$ cat src/rtl/pipe_ctrl_pkg.sv
// Shared types and constants for the pipeline hazard controller.
// Writeback encodings mirror the decoder's wb_sel field.
package pipe_ctrl_pkg;

  localparam logic [1:0]  WB_ALU    = 2'b00;
  localparam logic [1:0]  WB_LSU    = 2'b01;
  localparam logic [1:0]  WB_PC4    = 2'b10;
  localparam logic [31:0] NOP_INSTR = 32'h0000_0013;

  typedef enum logic {
    RUN      = 1'b0,
    MEM_WAIT = 1'b1
  } hz_state_e;

  // One bundle of pipeline-register controls; flush_n_* are active-low clears.
  typedef struct packed {
    logic enable_pc;
    logic enable_if;
    logic enable_id;
    logic enable_ex;
    logic flush_n_if;
    logic flush_n_id;
  } hz_ctrl_t;

  localparam hz_ctrl_t CTRL_RUN    = '{1'b1, 1'b1, 1'b1, 1'b1, 1'b1, 1'b1};
  localparam hz_ctrl_t CTRL_RESET  = '{1'b0, 1'b0, 1'b0, 1'b0, 1'b0, 1'b0};

  function automatic logic [4:0] rd_of(input logic [31:0] instr);
    return instr[11:7];
  endfunction

  function automatic logic [4:0] rs1_of(input logic [31:0] instr);
    return instr[19:15];
  endfunction

  function automatic logic [4:0] rs2_of(input logic [31:0] instr);
    return instr[24:20];
  endfunction

endpackage

$ cat src/rtl/pipe_hazard_ctrl_hazard_detect.sv
// Load-use detector: EX holds a load whose rd feeds a source register of the ID instruction.
// rs2 is compared for every format, which may add a harmless bubble for I-type consumers.
module hazard_detect
  import pipe_ctrl_pkg::*;
(
  input  logic [31:0] i_instr_id,
  input  logic [31:0] i_instr_ex,
  input  logic        i_rd_wren_ex,
  input  logic [1:0]  i_wb_sel_ex,
  output logic        o_load_use
);

  logic [4:0] rd_ex;
  logic [4:0] rs1_id;
  logic [4:0] rs2_id;
  logic       is_load_ex;
  logic       unused_bits;

  assign rd_ex       = rd_of(i_instr_ex);
  assign rs1_id      = rs1_of(i_instr_id);
  assign rs2_id      = rs2_of(i_instr_id);
  assign is_load_ex  = i_rd_wren_ex && (i_wb_sel_ex == WB_LSU);
  assign unused_bits = ^{i_instr_id[31:25], i_instr_id[14:0],
                         i_instr_ex[31:12], i_instr_ex[6:0]};

  assign o_load_use = is_load_ex && (rd_ex != 5'd0) &&
                      ((rd_ex == rs1_id) || (rd_ex == rs2_id));

endmodule

$ cat src/rtl/pipe_hazard_ctrl.sv
// Pipeline hazard controller: LSU freeze, redirect flush, load-use bubble,
// saturating stall/flush counters and a sticky LSU-timeout flag.
module pipe_hazard_ctrl
  import pipe_ctrl_pkg::*;
#(
  parameter int CNT_W       = 16,
  parameter int TIMEOUT_CYC = 256
) (
  input  logic             i_clk,
  input  logic             i_rst,
  input  logic [31:0]      i_instr_id,
  input  logic [31:0]      i_instr_ex,
  input  logic             i_rd_wren_ex,
  input  logic [1:0]       i_wb_sel_ex,
  input  logic             i_pc_sel_ex,
  input  logic             i_mem_req_mem,
  input  logic             i_lsu_ready,
  output logic             o_enable_pc,
  output logic             o_enable_if,
  output logic             o_enable_id,
  output logic             o_enable_ex,
  output logic             o_flush_n_if,
  output logic             o_flush_n_id,
  output logic [CNT_W-1:0] o_stall_cnt,
  output logic [CNT_W-1:0] o_flush_cnt,
  output logic             o_timeout,
  output hz_state_e        o_state
);

  localparam int WAIT_W = (TIMEOUT_CYC < 1) ? 1 : $clog2(TIMEOUT_CYC + 1);
  localparam logic [WAIT_W-1:0] WAIT_MAX = WAIT_W'(TIMEOUT_CYC);

  hz_state_e         state_q, state_d;
  hz_ctrl_t          ctrl;
  logic              load_use;
  logic              mem_freeze;
  logic              stall_inc;
  logic              flush_inc;
  logic [CNT_W-1:0]  stall_cnt_q;
  logic [CNT_W-1:0]  flush_cnt_q;
  logic [WAIT_W-1:0] wait_cnt_q;
  logic              timeout_q;

  hazard_detect u_hazard_detect (
    .i_instr_id   (i_instr_id),
    .i_instr_ex   (i_instr_ex),
    .i_rd_wren_ex (i_rd_wren_ex),
    .i_wb_sel_ex  (i_wb_sel_ex),
    .o_load_use   (load_use)
  );

  assign mem_freeze = i_mem_req_mem && !i_lsu_ready;

  always_ff @(posedge i_clk or posedge i_rst) begin
    if (i_rst) state_q <= RUN;
    else       state_q <= state_d;
  end

  // Leaving MEM_WAIT needs no extra cycle: the release cycle is decoded like RUN.
  always_comb begin
    state_d   = state_q;
    ctrl      = CTRL_RUN;
    stall_inc = 1'b0;
    flush_inc = 1'b0;
    case (state_q)
      RUN:      if (mem_freeze)  state_d = MEM_WAIT;
      MEM_WAIT: if (!mem_freeze) state_d = RUN;
      default:  state_d = RUN;
    endcase
    if (i_rst) begin
      ctrl = CTRL_RESET;
    end else if (mem_freeze) begin
      ctrl.enable_pc = 1'b0;
      ctrl.enable_if = 1'b0;
      ctrl.enable_id = 1'b0;
      ctrl.enable_ex = 1'b0;
      stall_inc      = 1'b1;
    end else if (i_pc_sel_ex) begin
      ctrl.flush_n_if = 1'b0;
      ctrl.flush_n_id = 1'b0;
      flush_inc       = 1'b1;
    end else if (load_use) begin
      ctrl.enable_pc  = 1'b0;
      ctrl.enable_if  = 1'b0;
      ctrl.flush_n_id = 1'b0;
      stall_inc       = 1'b1;
    end
  end

  always_ff @(posedge i_clk or posedge i_rst) begin
    if (i_rst) begin
      stall_cnt_q <= '0;
      flush_cnt_q <= '0;
    end else begin
      if (stall_inc && (stall_cnt_q != '1)) stall_cnt_q <= stall_cnt_q + 1'b1;
      if (flush_inc && (flush_cnt_q != '1)) flush_cnt_q <= flush_cnt_q + 1'b1;
    end
  end

  // Every frozen cycle counts, including the RUN cycle that enters MEM_WAIT.
  always_ff @(posedge i_clk or posedge i_rst) begin
    if (i_rst) begin
      wait_cnt_q <= '0;
      timeout_q  <= 1'b0;
    end else if (mem_freeze) begin
      if (wait_cnt_q != WAIT_MAX)            wait_cnt_q <= wait_cnt_q + 1'b1;
      if (wait_cnt_q == (WAIT_MAX - 1'b1))   timeout_q  <= 1'b1;
    end else begin
      wait_cnt_q <= '0;
    end
  end

  assign o_enable_pc  = ctrl.enable_pc;
  assign o_enable_if  = ctrl.enable_if;
  assign o_enable_id  = ctrl.enable_id;
  assign o_enable_ex  = ctrl.enable_ex;
  assign o_flush_n_if = ctrl.flush_n_if;
  assign o_flush_n_id = ctrl.flush_n_id;
  assign o_stall_cnt  = stall_cnt_q;
  assign o_flush_cnt  = flush_cnt_q;
  assign o_timeout    = timeout_q;
  assign o_state      = state_q;

endmodule

$ cat config.mk
export PLATFORM = sky130hd
export DESIGN_NAME = pipe_hazard_ctrl
export DESIGN_NICKNAME = d
export VERILOG_FILES = /design/src/rtl/pipe_ctrl_pkg.sv /design/src/rtl/pipe_hazard_ctrl_hazard_detect.sv /design/src/rtl/pipe_hazard_ctrl.sv
export SDC_FILE = /design/constraint.sdc
export NUM_CORES = 1
export LEC_CHECK = 0
export BUFFER_PORTS_ARGS = -buffer_cell sky130_fd_sc_hd__buf_2
export CAP_MARGIN = 5
export CORE_MARGIN = 8
export CORE_UTILIZATION = 50
export CTS_CLUSTER_DIAMETER = 50
export CTS_CLUSTER_SIZE = 14
export DETAILED_ROUTE_END_ITERATION = 12
export HOLD_SLACK_MARGIN = 0.02
export PLACE_DENSITY_LB_ADDON = 0.25
export SYNTH_ARGS = -nofsm -noshare
export SYNTH_HDL_FRONTEND = slang
export SYNTH_HIERARCHICAL = 1
export SYNTH_SLANG_ARGS = --single-unit
$ cat constraint.sdc
create_clock -name i_clk -period 3.5 [get_ports i_clk]
set_clock_uncertainty 0.15 [all_clocks]
set_input_delay 0.7 -clock i_clk [delete_from_list [all_inputs] [get_ports i_clk]]
set_output_delay 0.7 -clock i_clk [all_outputs]
set_load 0.01 [all_outputs]
Word-level counts from Yosys, hierarchy flattened
Index checks and enable logic that the tools add are counted.
{"block": "word_totals", "regBits": 43, "input_bits": 72, "output_inout_bits": 40, "wordCells": 45}
{"block": "classes", "add_sub_neg": 3, "n_eq_ne": 8, "mux": 19, "reduce_logical": 10}
{"operator": "adder 16 x 1 -> 16 bit, second input constant", "count": 2}
{"operator": "!= test 16 bit, second input constant", "count": 2}
{"operator": "2-to-1 mux 9 bit", "count": 2}
{"operator": "2-to-1 mux 1 bit", "count": 11}
{"operator": "equality test 5 bit", "count": 2}
{"operator": "2-to-1 mux 2 bit", "count": 5}
{"operator": "adder 9 x 1 -> 9 bit, second input constant", "count": 1}
{"operator": "equality test 9 x 8 -> 1 bit, second input constant", "count": 1}
{"operator": "!= test 9 bit, second input constant", "count": 1}
{"operator": "logical AND 1 bit", "count": 6}
{"operator": "2-to-1 mux 6 bit", "count": 1}
{"operator": "nonzero test 5 bit", "count": 1}
{"operator": "equality test 2 x 1 -> 1 bit, second input constant", "count": 1}
{"operator": "!= test 2 x 1 -> 1 bit, second input constant", "count": 1}
{"operator": "AND reduction 2 bit", "count": 1}
{"operator": "zero test 1 bit", "count": 1}
{"operator": "logical OR 1 bit", "count": 1}

Longest topological paths before layout
Gate-level depths: netlist of run 1.
{"block": "depth", "depth_word": 9, "mapped_depth": 8, "ltp_nobuf": 8}

Modules after synthesis
The synthesis of run 1 kept the hierarchy.
{"mod": "pipe_hazard_ctrl", "n_inst": 1, "cells_per_inst": 212, "area_each_um2": 2215.9, "seq_area_each_um2": 1076.0}
{"mod": "hazard_detect", "n_inst": 1, "cells_per_inst": 19, "area_each_um2": 132.6, "seq_area_each_um2": 0.0}

Least setup slack after synthesis of run 1
No wires, ideal clock.
{"block": "synth_timing", "path_kind": "input to register", "startpoint": "in i_rst", "endpoint": "reg stall_cnt_q[14] (netlist: o_stall_cnt[14])", "setup_time_ns": 0.125, "t_arrival_ns": 2.661, "t_required_ns": 3.225, "slack_ns": 0.564, "path_stages": 4, "n_path_buf": 0, "path_cell_list": "inv_1 o2111ai_1 nor3_1 mux2_2"}
{"block": "synth_between", "elab_chain_cells": 2}
{"item": "start, declared", "line": "pipe_hazard_ctrl.sv:10", "source": "input logic i_rst,"}
{"item": "2-to-1 mux 1 bit", "line": "pipe_hazard_ctrl.sv:70", "source": "if (i_rst) begin"}
{"item": "logical AND 1 bit", "line": "pipe_hazard_ctrl.sv:95", "source": "if (stall_inc && (stall_cnt_q != '1)) stall_cnt_q <= stall_cnt_q + 1'b1;"}
{"item": "end signal, assigned", "line": "pipe_hazard_ctrl.sv:95"}
{"item": "end, declared", "line": "pipe_hazard_ctrl.sv:39", "source": "logic [CNT_W-1:0] stall_cnt_q;"}
Every way passes these cells.
A chain may end at the register's enable or synchronous reset.

Worst setup path in the final report of run 1
{"block": "layout_timing", "startpoint": "in i_instr_ex[7]", "endpoint": "out o_enable_if"}
{"block": "layout_between", "elab_chain_cells": 7, "elab_cells_between_ends": 10}
{"item": "start, declared", "line": "pipe_hazard_ctrl.sv:12", "source": "input logic [31:0] i_instr_ex,"}
{"item": "equality test 5 bit / nonzero test 5 bit (equally long branches)", "line": "pipe_hazard_ctrl_hazard_detect.sv:27, pipe_hazard_ctrl_hazard_detect.sv:26"}
{"item": "logical OR 1 bit / logical AND 1 bit (equally long branches)", "line": "pipe_hazard_ctrl_hazard_detect.sv:27, pipe_hazard_ctrl_hazard_detect.sv:26"}
{"item": "logical AND 1 bit *", "line": "pipe_hazard_ctrl_hazard_detect.sv:26", "source": "assign o_load_use = is_load_ex && (rd_ex != 5'd0) &&"}
{"item": "named net load_use", "line": "pipe_hazard_ctrl.sv:35", "source": "logic load_use;"}
{"item": "2-to-1 mux 2 bit *", "line": "pipe_hazard_ctrl.sv:82", "source": "end else if (load_use) begin"}
{"item": "2-to-1 mux 2 bit *", "line": "pipe_hazard_ctrl.sv:78", "source": "end else if (i_pc_sel_ex) begin"}
{"item": "2-to-1 mux 2 bit *", "line": "pipe_hazard_ctrl.sv:72", "source": "end else if (mem_freeze) begin"}
{"item": "2-to-1 mux 6 bit *", "line": "pipe_hazard_ctrl.sv:70"}
{"item": "end, declared", "line": "pipe_hazard_ctrl.sv:19", "source": "output logic o_enable_if,"}
Mark *: on every way through the listed nets, which the timed path passes. The rest lies on a longest branch.

==> impl_metrics.yaml, run 1 <==
route:
  drt-initial-drc-count: 65
  firstDrtPassIters: 4
  drc: 0
  ant_nets: 0
  wl_per_cell_microns: 14.9
  vias_per_cell: 5.53
  vias: 1952
  drt-total-wl_microns: 5280
cells_and_area:
  seqCellArea_sq_um: 1080
  drive_gt1_share_pct: 28.1
  most-common-layout-cells: "62 x buf_2, 43 x dfrtp_1, 32 x xor2_1, 19 x nand2_1, 17 x nor2_1"
  final_nets: 375
  antenna_cells: 0
  area_delta_synth_final_pct: 19.9
  layout_commonest_cell: "buf_2"
  multi_input_area_sq_um: 1220
  fin_area_sq_um: 2820
  fillers: 411
timing:
  worst_pin_slew_ns: 0.725
  fmax_mhz: 330
  finalHoldViolCount: 0
  fin_crit_sh_pct: 86.5
  maxSlewViolCount: 0
  finalSetupViolations: 0
  slew_headroom_pct: 50.4
  rsz0062_at_grt: "false"
  final.setup.tns_ns: 0
  period_needed_ns: 3.03
synth:
  synth_area_leaders: "dfrtp_1 46%, xor2_1 12%, nand2_1 3.0%"
  syn-num-nets: 308
  yosys.area_share.adder_pct: 2.66
  avgSynthCellArea_sq_um: 10.2
  synthSimpleGateAreaFrac_pct: 24.2
  synth.area.mux_share_pct: 3.20
  synth_compound_gate_area_share_pct: 7.19
  yosys.area.top_type: "dfrtp_1"
  ys_types: 42
  synth-xor-area-share_pct: 14.5
  synth_top_family_by_area: "simple AND/OR/NAND/NOR gates"
  synthesis.area_sq_um: 2350
  ys_seq_elements: 43
  synth_top_area_share_pct: 45.8
  syn_inst: 231
  synth_seq_area_share_pct: 45.8
  yosysWarnings: 6
pwr:
  p_int_mw: 0.883
  swShare_pct: 32.0
  pwr-share-clk_pct: 26.4
  p_leak_nw: 1.39
  power_frac_seq_pct: 51.1
  vdd_drop_max_mv: 0.255
  p_sw_mw: 0.416
  power_frac_comb_pct: 22.4
  power_density_nw_per_um2: 462
grt:
  grt_max_degree: 34
  grt_pass1_wl_microns: 9390
  antenna_found_initial: 0
  grt_pass1_vias: 2078
  grt_overflow: 0
  grt_usage_pct: 15.7
placed_design:
  place_area_sq_um: 2720
  port_buffers: 62
  dp_hpwl_microns: 4020
  globalplace.congestion: 0.818
clocking:
  ctsHoldBuffers: 0
  tritoncts: "done"
  cts_buffer_depth: 2
  cts_buffers: 5
  cts_sinks: 43
  insertion_delay_ns: 0.29
  cts.clk_slew.worst_paths_ns: 0.08
  post-cts-setup-buffers: 0
  cts_htree_levels: 2
  cts_resized: 0
  root_buffer: "clkbuf_8"
critical_path:
  cp-endpoint: "o_enable_if"
  r2r_end: "o_flush_cnt[1]"
  crit_path_end_kind: "output port"
  cp.required_ns: 2.65
  arrival_ns: 2.18
  r2r_start: "o_flush_cnt[0]"
  r2r_setup_slack_ns: 1.41
  critPathLaunchType: "input port"
  critPathLaunch: "i_instr_ex[7]"
  rr_worst_depth: 5
  critPathMaxFanout: 6
  critPathKind: "input port to output port"
worst_hold_path:
  holdCritPathClass: "input port to asynchronous set/reset pin"
floorplanning:
  die_area_sq_um: 7150
  die_y_microns: 84.5
  die_w_microns: 84.5
  core_area_sq_um: 4630
  initial_core_util_pct: 50.7
  placement_rows: 25
  pin_count: 112
status:
  status: "finished clean"
flow_run:
  maxCapViolCount: 0
-- synth_stat cells (all sizes together) --
cell type and n:
and4 3, and3b 1, nor2b 2, nor4 7, and3 3, nand3 13, dfrtp 43, clkbuf 1
xor2 32, a21oi 6, nand2 19, mux2i 3, nor3 13, a31oi 5, a21o 1, xnor2 7
o2111ai 1, o21ai 6, nand4 6, ha 5, and2 1, a21boi 1, nor2 17, o211ai 2
nand2b 4, mux2 4, or3 1, nor3b 1, inv 8, nor4b 4, nand3b 1, or4 3
a2111oi 4, buf 3
-- through the flow --
| stage | utilization [%] | power (mW) | hold slack [ns] | worst slack, ns | instances |
|---|---|---|---|---|---|
| 4_1_cts | 60.8 | 1.32 | 0.282 | 0.433 | 353 |
| 6_report | 60.8 | 1.30 | 0.278 | 0.474 | 353 |
| 5_1_grt | 60.8 | 1.38 | 0.299 | 0.291 | 353 |
| 2_1_floorplan | - | 0.832 | 0.343 | 0.564 | 231 |
| 3_5_place_dp | 58.6 | 0.968 | 0.293 | 0.301 | 345 |
| 3_3_place_gp | 58.6 | 0.961 | 0.284 | 0.371 | 345 |
-- critical path, cell delays in order --
cell and delay (ns):
buf_2 0.12, xor2_1 0.16, nor3_1 0.17, nand3_1 0.09, a21oi_1 0.23, nor2b_1 0.42
nor3_1 0.11, buf_2 0.16
-- sequential cells by signal (all words and copies together), names as in the netlist --
| register | cells |
|---|---|
| o_flush_cnt | 16 |
| o_stall_cnt | 16 |
| o_state | 1 |
| o_timeout | 1 |
| wait_cnt_q | 9 |
-- metal layers --
layer / routed length (microns) / vias up / track usage, %
met4: 57 / 0 / 4.85
li1: - / 954 / -
met5: 0 / - / 0
met2: 2620 / 46 / 27.1
met3: 253 / 6 / 4.39
met1: 2350 / 946 / 18.3
-- worst min-delay path by stage --
| stage | slack [ns] | endpoint | startpoint | cells after the start |
|---|---|---|---|---|
| 5_1_grt | 0.30 | o_stall_cnt[6] | i_rst | 2 |
| 4_1_cts | 0.28 | o_stall_cnt[14] | i_rst | 2 |
| 3_3_place_gp | 0.28 | o_timeout | o_timeout | 1 |
| 3_5_place_dp | 0.29 | o_timeout | o_timeout | 1 |
| 6_report | 0.28 | o_stall_cnt[10] | i_rst | 2 |
| 2_1_floorplan | 0.34 | o_timeout | o_timeout | 1 |
-- cells by family (layout without fill, tap and decap cells) --
logic type | Yosys count | count (layout)
compound gates | 26 | 26
xor+xnor | 39 | 39
fa+ha+maj | 5 | 5
buf+inv | 12 | 80
flops | 43 | 43
mux | 7 | 7
simple gates | 99 | 99
-- cell type report --
| type | count | share of cell area (%) |
|---|---|---|
| multi-input cells | 176 | 43.2 |
| well taps | 54 | 2.40 |
| clock buffers | 8 | 3.56 |
| repair buffers | 64 | 11.6 |
| inverters | 8 | 1.07 |
| flip-flops and latches | 43 | 38.2 |
-- power by group through the flow --
stage / sequential [mW] / combinational [mW] / clock, mW
2_1_floorplan: 0.690 / 0.142 / 0
4_1_cts: 0.663 / 0.299 / 0.356
3_5_place_dp: 0.672 / 0.296 / 0
6_report: 0.665 / 0.292 / 0.343
5_1_grt: 0.680 / 0.328 / 0.377
3_3_place_gp: 0.671 / 0.290 / 0
No activity file was read; power rests on OpenSTA's default activity.
==> run 2, diff against run 1 <==
- CORE_UTILIZATION: 50 -> 49
- SYNTH_HIERARCHICAL: 1 -> unset
==> impl_metrics.yaml, run 2 <==
status:
  status: "finished clean"
synth:
  async_flop_share_pct: 100
  synth-edff-count: 0
  synth_common_cells: "43 x dfrtp_1, 20 x nand2_1, 19 x xnor2_1, 19 x xor2_1, 18 x nor2_1"
  synthesis.area_sq_um: 2280
  avgSynthCellArea_sq_um: 10.3
  synth_ff_type: "dfrtp_1"
  syn-num-nets: 298
  synth_seq_area_share_pct: 47.1
  yosys.area.top_type: "dfrtp_1"
  ys_types: 43
  yosysMostFrequentCell: "dfrtp_1"
  yosysWarnings: 0
  synth_top_area_share_pct: 47.1
  syn_inst: 221
  synth_area_leaders: "dfrtp_1 47%, xnor2_1 7.3%, xor2_1 7.3%"
  ys_seq_elements: 43
cells_and_area:
  area_delta_synth_final_pct: 20.5
  fillers: 410
  seqCellArea_sq_um: 1080
  antenna_cells: 0
  final_nets: 365
  final_cell_count_no_fill: 342
  multi_input_area_sq_um: 1140
  fin_area_sq_um: 2750
  drive_gt1_share_pct: 31.3
  most-common-layout-cells: "62 x buf_2, 43 x dfrtp_1, 20 x nand2_1, 19 x xor2_1, 19 x xnor2_1"
  layout_commonest_cell: "buf_2"
critical_path:
  slowest_stage: "nor2_1"
  cp_top_family: "buffers and inverters"
  critPathLaunchType: "input port"
  path_cells: "buf_2, nand2b_1, buf_4, inv_1, nor2_1, o21a_1, buf_2"
  path_buf_inv: 4
  cp.required_ns: 2.65
  critPathKind: "input port to output port"
  critPathMaxFanout: 14
  arrival_ns: 1.81
  crit_path_end_kind: "output port"
  max_stage_delay_ns: 0.27
  crit_top_cell: "buf_2"
timing:
  period_needed_ns: 2.66
  final.setup.tns_ns: 0
  finalSetupViolations: 0
  rsz0062_at_grt: "false"
  worst_pin_slew_ns: 0.811
  slew_headroom_pct: 45.6
  fin_crit_sh_pct: 76.1
  fmax_mhz: 375
  finalHoldViolCount: 0
  maxSlewViolCount: 0
floorplanning:
  placement_rows: 25
  die_area_sq_um: 7100
  initial_core_util_pct: 49.6
  pin_count: 112
  die_y_microns: 84.2
  die_w_microns: 84.2
  core_area_sq_um: 4600
grt:
  grt_pass1_wl_microns: 8540
  grt_overflow: 0
  antenna_found_initial: 0
  grt_pass1_vias: 1929
  grt_usage_pct: 14.3
  grt_max_degree: 44
route:
  ant_nets: 0
  vias_per_cell: 5.37
  wl_per_cell_microns: 14.4
  firstDrtPassIters: 4
  vias: 1835
  drt-total-wl_microns: 4910
  drt-initial-drc-count: 59
  drc: 0
pwr:
  p_sw_mw: 0.354
  pwr-share-clk_pct: 30.4
  power_frac_seq_pct: 50.3
  p_leak_nw: 1.37
  power_frac_comb_pct: 19.2
  p_int_mw: 0.867
  power_mw: 1.22
  power_density_nw_per_um2: 444
  swShare_pct: 29.0
  vdd_drop_max_mv: 0.213
clocking:
  tritoncts: "done"
  cts_buffer_depth: 2
  insertion_delay_ns: 0.29
  cts_htree_levels: 2
  cts_buffers: 5
  ctsHoldBuffers: 0
  root_buffer: "clkbuf_8"
  cts_resized: 0
  post-cts-setup-buffers: 0
  cts_sinks: 43
  cts.clk_slew.worst_paths_ns: 0.08
flow_run:
  maxCapViolCount: 0
worst_hold_path:
  holdCritPathClass: "register to register"
placed_design:
  dp_hpwl_microns: 3700
  place_area_sq_um: 2650
  globalplace.congestion: 0.776
  port_buffers: 62
  dp.cells: 335
-- run 2: cells by family after synthesis --
group | after synthesis | synth area share [%]
mux | 5 | 2.47
xor+xnor | 38 | 14.6
buf+inv | 13 | 2.85
fa+ha+maj | 5 | 2.74
flops | 43 | 47.1
simple gates | 92 | 22.7
compound gates | 25 | 7.51
-- run 2: routing by layer --
metal	vias to the layer above	share of wire [%]	GRT usage [%]
li1	905	-	-
met1	867	45	16.6
met2	57	46	23.4
met3	6	7.2	5.52
met4	0	1.4	5.18
met5	-	0	0
-- run 2: area by class of cell --
cell class	count	area share (%)
tap	54	2.46
clock buffer	6	2.64
multi-input combinational	165	41.5
timing repair buffer	65	12.1
sequential	43	39.1
clock inverter	1	1.09
inverter	8	1.09
-- run 2: per-stage QoR --
stage / util [%] / worst slack (ns) / hold slack, ns
CTS: 59.8 / 0.792 / 0.314
finish: 59.8 / 0.835 / 0.310
floorplan: - / 0.583 / 0.343
global placement: 57.6 / 0.805 / 0.285
global route: 59.8 / 0.703 / 0.321
detailed placement: 57.6 / 0.792 / 0.289
-- run 2: worst paths after layout --
path	start	end	slack, ns	cells past startpoint
worst max register to register	o_stall_cnt[0]	o_stall_cnt[1]	0.91	6
worst min-delay path	o_timeout	o_timeout	0.31	1
worst max-delay path	i_lsu_ready	o_enable_pc	0.84	7
min in group asynchronous	i_rst	o_stall_cnt[14]	0.43	3
worst min register to register	o_timeout	o_timeout	0.31	1
max in group asynchronous	i_rst	o_flush_cnt[4]	2.41	3
-- run 2: power groups by stage --
stage	Combinational [mW]	Clock [mW]	Sequential (mW)
6_report	0.235	0.372	0.614
2_1_floorplan	0.118	0	0.638
4_1_cts	0.243	0.380	0.614
3_5_place_dp	0.241	0	0.623
3_3_place_gp	0.232	0	0.621
5_1_grt	0.267	0.398	0.622
